<file path="src/rtl/approx_mul_ha_pipe_pkg.sv">
// Shared constants and sizing helpers for the half-adder-array approximate multiplier.
package approx_mul_ha_pipe_pkg;

    localparam logic MODE_EXACT  = 1'b0;
    localparam logic MODE_APPROX = 1'b1;

    localparam int unsigned CNT_W = 16;

    // Operand bits are consumed two at a time, one half-adder array per pair.
    function automatic int unsigned pair_cnt(input int unsigned width);
        return width / 2;
    endfunction

    function automatic int unsigned t_width(input int unsigned width);
        return width + 1;
    endfunction

    function automatic int unsigned b_width(input int unsigned width);
        return width - 1;
    endfunction

    function automatic int unsigned prod_width(input int unsigned width);
        return 2 * width;
    endfunction

endpackage

</file>
<file path="src/rtl/approx_mul_ha_pipe_pair.sv">
// Half-adder array merging two adjacent partial-product rows; low columns may be OR-approximated.
module approx_ha_pair
    import approx_mul_ha_pipe_pkg::*;
#(
    parameter int unsigned WIDTH       = 8,
    parameter int unsigned APPROX_COLS = 4
) (
    input  logic [WIDTH-1:0]          row_a,
    input  logic [WIDTH-1:0]          row_b,
    input  logic                      mode,
    output logic [t_width(WIDTH)-1:0] t,
    output logic [b_width(WIDTH)-1:0] b
);

    // Column j adds row_a[j] and row_b[j-1]; the carry lands two columns up in b.
    always_comb begin
        t        = '0;
        b        = '0;
        t[0]     = row_a[0];
        t[WIDTH] = row_b[WIDTH-1];
        for (int unsigned j = 1; j < WIDTH; j++) begin
            if ((mode == MODE_APPROX) && (j < APPROX_COLS)) begin
                t[j]   = row_a[j] | row_b[j-1];
                b[j-1] = 1'b0;
            end else begin
                t[j]   = row_a[j] ^ row_b[j-1];
                b[j-1] = row_a[j] & row_b[j-1];
            end
        end
    end

endmodule

</file>
<file path="src/rtl/approx_mul_ha_pipe.sv">
// Three-stage approximate/exact unsigned multiplier with a single global advance enable.
module approx_mul_ha_pipe
    import approx_mul_ha_pipe_pkg::*;
#(
    parameter int unsigned WIDTH       = 8,
    parameter int unsigned APPROX_COLS = 4
) (
    input  logic                     clk,
    input  logic                     rst,
    input  logic                     in_valid,
    output logic                     in_ready,
    input  logic [WIDTH-1:0]         x,
    input  logic [WIDTH-1:0]         y,
    input  logic                     mode,
    output logic                     out_valid,
    input  logic                     out_ready,
    output logic [2*WIDTH-1:0]       product,
    output logic                     out_mode,
    output logic [15:0]              approx_cnt
);

    localparam int unsigned PAIRS = pair_cnt(WIDTH);
    localparam int unsigned TW    = t_width(WIDTH);
    localparam int unsigned BW    = b_width(WIDTH);
    localparam int unsigned PW    = prod_width(WIDTH);

    logic adv_en;

    logic             s1_valid_q, s1_valid_d;
    logic [WIDTH-1:0] s1_x_q,     s1_x_d;
    logic [WIDTH-1:0] s1_y_q,     s1_y_d;
    logic             s1_mode_q,  s1_mode_d;

    logic             s2_valid_q, s2_valid_d;
    logic             s2_mode_q,  s2_mode_d;
    logic [TW-1:0]    s2_t_q [PAIRS];
    logic [TW-1:0]    s2_t_d [PAIRS];
    logic [BW-1:0]    s2_b_q [PAIRS];
    logic [BW-1:0]    s2_b_d [PAIRS];
    logic [TW-1:0]    pair_t [PAIRS];
    logic [BW-1:0]    pair_b [PAIRS];

    logic             s3_valid_q, s3_valid_d;
    logic [PW-1:0]    s3_prod_q,  s3_prod_d;
    logic             s3_mode_q,  s3_mode_d;
    logic [CNT_W-1:0] cnt_q,      cnt_d;

    logic [PW-1:0]    prod_sum;

    // One half-adder array per operand bit pair, fed from the S1 operands.
    for (genvar k = 0; k < PAIRS; k++) begin : g_pair
        logic [WIDTH-1:0] row_a;
        logic [WIDTH-1:0] row_b;

        assign row_a = s1_y_q & {WIDTH{s1_x_q[2*k]}};
        assign row_b = s1_y_q & {WIDTH{s1_x_q[2*k+1]}};

        approx_ha_pair #(
            .WIDTH       (WIDTH),
            .APPROX_COLS (APPROX_COLS)
        ) u_pair (
            .row_a (row_a),
            .row_b (row_b),
            .mode  (s1_mode_q),
            .t     (pair_t[k]),
            .b     (pair_b[k])
        );
    end

    // Final accumulation of the registered pair sums; pair k carries weight 4^k.
    always_comb begin
        prod_sum = '0;
        for (int unsigned k = 0; k < PAIRS; k++) begin
            prod_sum = prod_sum
                     + (PW'(s2_t_q[k]) << (2 * k))
                     + (PW'(s2_b_q[k]) << (2 * k + 2));
        end
    end

    assign adv_en = !s3_valid_q || out_ready;

    always_comb begin
        s1_valid_d = s1_valid_q;
        s1_x_d     = s1_x_q;
        s1_y_d     = s1_y_q;
        s1_mode_d  = s1_mode_q;
        s2_valid_d = s2_valid_q;
        s2_mode_d  = s2_mode_q;
        s2_t_d     = s2_t_q;
        s2_b_d     = s2_b_q;
        s3_valid_d = s3_valid_q;
        s3_prod_d  = s3_prod_q;
        s3_mode_d  = s3_mode_q;
        cnt_d      = cnt_q;

        if (adv_en) begin
            s1_valid_d = in_valid;
            if (in_valid) begin
                s1_x_d    = x;
                s1_y_d    = y;
                s1_mode_d = mode;
            end
            s2_valid_d = s1_valid_q;
            s2_mode_d  = s1_mode_q;
            s2_t_d     = pair_t;
            s2_b_d     = pair_b;
            s3_valid_d = s2_valid_q;
            // Bubbles leave the last delivered result visible on the output.
            if (s2_valid_q) begin
                s3_prod_d = prod_sum;
                s3_mode_d = s2_mode_q;
            end
        end

        if (s3_valid_q && out_ready && (s3_mode_q == MODE_APPROX) && (cnt_q != '1)) begin
            cnt_d = cnt_q + CNT_W'(1);
        end
    end

    always_ff @(posedge clk) begin
        if (rst) begin
            s1_valid_q <= 1'b0;
            s1_x_q     <= '0;
            s1_y_q     <= '0;
            s1_mode_q  <= MODE_EXACT;
            s2_valid_q <= 1'b0;
            s2_mode_q  <= MODE_EXACT;
            for (int unsigned k = 0; k < PAIRS; k++) begin
                s2_t_q[k] <= '0;
                s2_b_q[k] <= '0;
            end
            s3_valid_q <= 1'b0;
            s3_prod_q  <= '0;
            s3_mode_q  <= MODE_EXACT;
            cnt_q      <= '0;
        end else begin
            s1_valid_q <= s1_valid_d;
            s1_x_q     <= s1_x_d;
            s1_y_q     <= s1_y_d;
            s1_mode_q  <= s1_mode_d;
            s2_valid_q <= s2_valid_d;
            s2_mode_q  <= s2_mode_d;
            s2_t_q     <= s2_t_d;
            s2_b_q     <= s2_b_d;
            s3_valid_q <= s3_valid_d;
            s3_prod_q  <= s3_prod_d;
            s3_mode_q  <= s3_mode_d;
            cnt_q      <= cnt_d;
        end
    end

    assign in_ready   = adv_en;
    assign out_valid  = s3_valid_q;
    assign product    = s3_prod_q;
    assign out_mode   = s3_mode_q;
    assign approx_cnt = cnt_q;

endmodule

</file>
<file path="config.mk">
export PLATFORM = sky130hd
export DESIGN_NAME = approx_mul_ha_pipe
export DESIGN_NICKNAME = d
export VERILOG_FILES = /design/src/rtl/approx_mul_ha_pipe_pkg.sv /design/src/rtl/approx_mul_ha_pipe_pair.sv /design/src/rtl/approx_mul_ha_pipe.sv
export SDC_FILE = /design/constraint.sdc
export NUM_CORES = 1
export LEC_CHECK = 0
export CORE_ASPECT_RATIO = 1.2
export CORE_UTILIZATION = 57
export CTS_BUF_LIST = sky130_fd_sc_hd__clkbuf_8 sky130_fd_sc_hd__clkbuf_16
export CTS_CLUSTER_SIZE = 12
export DETAILED_ROUTE_END_ITERATION = 6
export PLACE_DENSITY = 0.85
export SLEW_MARGIN = 10
export SYNTH_ARGS = -nofsm -noshare
export SYNTH_HDL_FRONTEND = slang
export SYNTH_SLANG_ARGS = --single-unit
</file>
<file path="constraint.sdc">
create_clock -name clk -period 4.8 [get_ports clk]
set_clock_uncertainty 0.15 [all_clocks]
set_input_delay 0.48 -clock clk [delete_from_list [all_inputs] [get_ports clk]]
set_output_delay 0.48 -clock clk [all_outputs]
set_load 0.01 [all_outputs]
</file>
==> flow_metrics.py, run 1 <==
metrics = {
    "sta": {
        "hold_viol_final": 0,
        "relSlewSlack": 0.219,
        "period_share": 0.858,
        "min_period_ns": 4.12,
        "tns_ns": 0,
        "setup_violations": 0,
        "fmax_ghz": 0.243,
        "final_max_slew_viol_count": 0,
        "tightest_slew_ns": 1.17,
        "grt_setup_unrepaired": "no",
    },
    "clock_tree": {
        "cts_buffers": 17,
        "cts_tree": "yes",
        "root_buffer": "clkbuf_16",
        "htreeDepth": 4,
        "clock_path_buffers": 2,
        "cts_resized": 0,
        "clkTransAtPathRegs_ns": 0.06,
        "clk_latency_ns": 0.42,
        "cts_hold_buf": 0,
        "post-cts-setup-buffers": 0,
        "cts.sinks": 118,
    },
    "floorplanning": {
        "dieWidth_um": 104,
        "dieArea_um2": 13000,
        "ioPinCount": 56,
        "coreArea_um2": 12200,
        "row_count": 44,
        "start_util": 0.586,
        "die_y_um": 124,
    },
    "flow_run": {
        "drv_cap": 0,
    },
    "power": {
        "p_total_w": 0.00262,
        "powerDensity_nw_per_um2": 315,
        "leakage_nw": 3.76,
        "ir_worst_vdd_uv": 230,
    },
    "worst_setup_path": {
        "crit_top_cell": "fa_1",
        "critPathCaptureType": "flip-flop",
        "reg2reg_depth": 11,
        "path_buf_inv": 2,
        "slowest_delay_ns": 0.55,
        "worstPathCellList": "inv_1 > fa_1 > inv_1 > fa_1 > fa_1 > fa_1 > fa_1 > a21oi_1 > o21bai_1 > or3_1 > a21oi_1",
        "crit_slowest_cell": "fa_1",
        "crit_family": "adder cells",
        "worst_setup_path_start_kind": "flip-flop",
        "reg2reg_slack_ns": 0.68,
        "timing.rr.start": "s2_t_q[1]",
        "path_max_fanout": 3,
        "path_class": "reg -> reg",
        "cp_data_required_time_ns": 5.00,
        "reg2reg_to": "product[10]",
        "crit_arrival_ns": 4.32,
    },
    "routing": {
        "drt-initial-drc-count": 433,
        "viasPerCell": 5.46,
        "drcViolationCount": 0,
        "wirelength_um": 15700,
        "num_vias": 5808,
        "firstDrtPassIters": 6,
        "detail-route-antenna-nets": 0,
        "wl_per_cell_um": 14.7,
    },
    "synth": {
        "yosys_warnings": 0,
        "yosysSeqAreaShare": 0.332,
        "synth_edf_count": 0,
        "synth_area_um2": 7130,
        "synth-seq-cells": 118,
        "synth_cells": 868,
        "syn_nets": 995,
        "ys.flop_type": "dfxtp_1",
        "syn_avg_cell_area_um2": 8.21,
        "ys_types": 45,
        "async_flop_share": 0,
    },
    "cells_and_area": {
        "drive_above_1_share": 0.0443,
        "fin_nets": 1017,
        "diodes": 0,
        "fin_util": 0.684,
        "design_area_um2": 8330,
        "area_delta_synth_final_pct": 16.8,
    },
    "min_path": {
        "whs_path_depth": 2,
        "hp-start": "product[11]",
        "hold_path_class": "reg -> reg",
        "min_to": "product[11]",
    },
    "grt": {
        "antenna_found_initial": 0,
        "grt_use_total": 0.258,
        "grt_pass1_wl_um": 26700,
        "first_global_vias": 5680,
        "gr-total-overflow": 0,
        "grt_max_degree": 82,
    },
    "placed_design": {
        "place.gp.congestion": 0.830,
        "dp_hpwl_um": 9930,
        "port_buffers": 55,
        "place_area_um2": 7650,
    },
    "status": {
        "status": "completed",
    },
}
[sequential cells by signal, summed over array words and instances (netlist names)]
register	flops
s1_x_q	8
s2_t_q	36
s1_y_q	8
out_mode	1
s1_mode_q	1
out_valid	1
s1_valid_q	1
approx_cnt	16
product	16
s2_valid_q	1
s2_mode_q	1
s2_b_q	28
[through the flow]
step           instances  setup WS [ns]  hold slack (ns)
2_1_floorplan        868          0.873            0.282
3_3_place_gp        1032          0.772            0.288
3_5_place_dp        1032          0.698            0.293
4_1_cts             1064          0.675            0.300
5_1_grt             1064          0.478            0.325
6_report            1064          0.680            0.300
[synthesized netlist by cell type (all sizes together), types with 16 or more instances]
library cell    n  share of area
nand3          16          0.011
buf            21          0.017
and2           38          0.033
nand2         183          0.097
fa             38           0.11
ha             68           0.12
nor2           34          0.018
a21oi          91          0.064
clkbuf         33          0.017
dfxtp         118           0.33
inv           117          0.062
[worst reg2reg max path, delay by kind of cell (launching register included)]
kind / cells / cell delay (ns)
buffers and inverters: 2 / 0.14
AOI/OAI and AO/OA: 3 / 0.46
adders and majority gates: 5 / 2.60
and+or+nand+nor: 1 / 0.36
DFF: 1 / 0.34
[report_power, final]
part           internal (W)  switching [W]  leakage, nW
sequential          0.00100      0.0000361        0.956
combinational     0.0000610      0.0000832         2.47
clock              0.000999       0.000441        0.340
[worst max path at each step]
stage	from	to	slack (ns)	cells after the start
3_5_place_dp	s2_t_q[2]	product[12]	0.70	14
4_1_cts	s2_t_q[1]	product[10]	0.68	11
6_report	s2_t_q[1]	product[10]	0.68	11
2_1_floorplan	s2_t_q[2]	product[12]	0.87	14
3_3_place_gp	s2_t_q[2]	product[12]	0.77	14
5_1_grt	s2_t_q[1]	product[10]	0.48	11
[layout by cell type, fill, tap and decap left out, types with 2 or more instances in the layout]
| cell type | count |
|---|---|
| nand2_1 | 182 |
| dfxtp_1 | 118 |
| inv_1 | 117 |
| a21oi_1 | 91 |
| ha_1 | 68 |
| clkdlybuf4s50_1 | 54 |
| and2_1 | 38 |
| fa_1 | 38 |
| nor2_1 | 34 |
| clkbuf_16 | 17 |
| nand3_1 | 16 |
| a211oi_1 | 14 |
| nand3b_1 | 14 |
| mux2i_1 | 13 |
| xor2_1 | 12 |
| and3_1 | 7 |
| nand4_1 | 6 |
| clkbuf_8 | 6 |
| o211ai_1 | 5 |
| o21ai_0 | 5 |
| xnor2_1 | 5 |
| bufinv_16 | 5 |
| nor3_1 | 3 |
| and4_1 | 3 |
| or4_1 | 3 |
| clkinv_2 | 3 |
| buf_4 | 3 |
| a311oi_2 | 2 |
| o21a_1 | 2 |
| or3_1 | 2 |
| a31oi_1 | 2 |
[cell families (layout without fill, tap and decap cells)]
| kind of cell | count (synthesis) | after routing | synth area share |
|---|---|---|---|
| AOI/OAI and AO/OA | 127 | 127 | 0.102 |
| xor gates and xnor gates | 17 | 17 | 0.0209 |
| adders and majority gates | 106 | 106 | 0.226 |
| buffers and inverters | 171 | 206 | 0.0962 |
| DFF | 118 | 118 | 0.332 |
| muxes | 13 | 13 | 0.0183 |
| and+or+nand+nor | 316 | 316 | 0.205 |
[layout make-up]
type                            count  area, um^2
Fill cell                         897        3840
Multi-Input combinational cell    579        4080
Clock buffer                       23         508
Clock inverter                      9         169
Tap cell                          161         201
Inverter                          117         444
Sequential cell                   118        2360
Timing Repair Buffer               57         563
[metal layers]
layer | wire (um) | global-route usage | vias to the layer above
li1 | - | - | 2817
met1 | 6680 | 0.307 | 2769
met2 | 7770 | 0.435 | 180
met3 | 832 | 0.0754 | 42
met4 | 386 | 0.107 | 0
met5 | 0 | 0 | -
Note: power is estimated with default switching activity, not from simulation.
==> inputs of run 2 (changes only) <==
--- a/config.mk
+++ b/config.mk
@@ -15,3 +15,4 @@
 export SYNTH_ARGS = -nofsm -noshare
 export SYNTH_HDL_FRONTEND = slang
 export SYNTH_SLANG_ARGS = --single-unit
+export TNS_END_PERCENT = 5
==> results of run 2 <==
The final DEF is identical to that of run 1; final timing and power are the same.
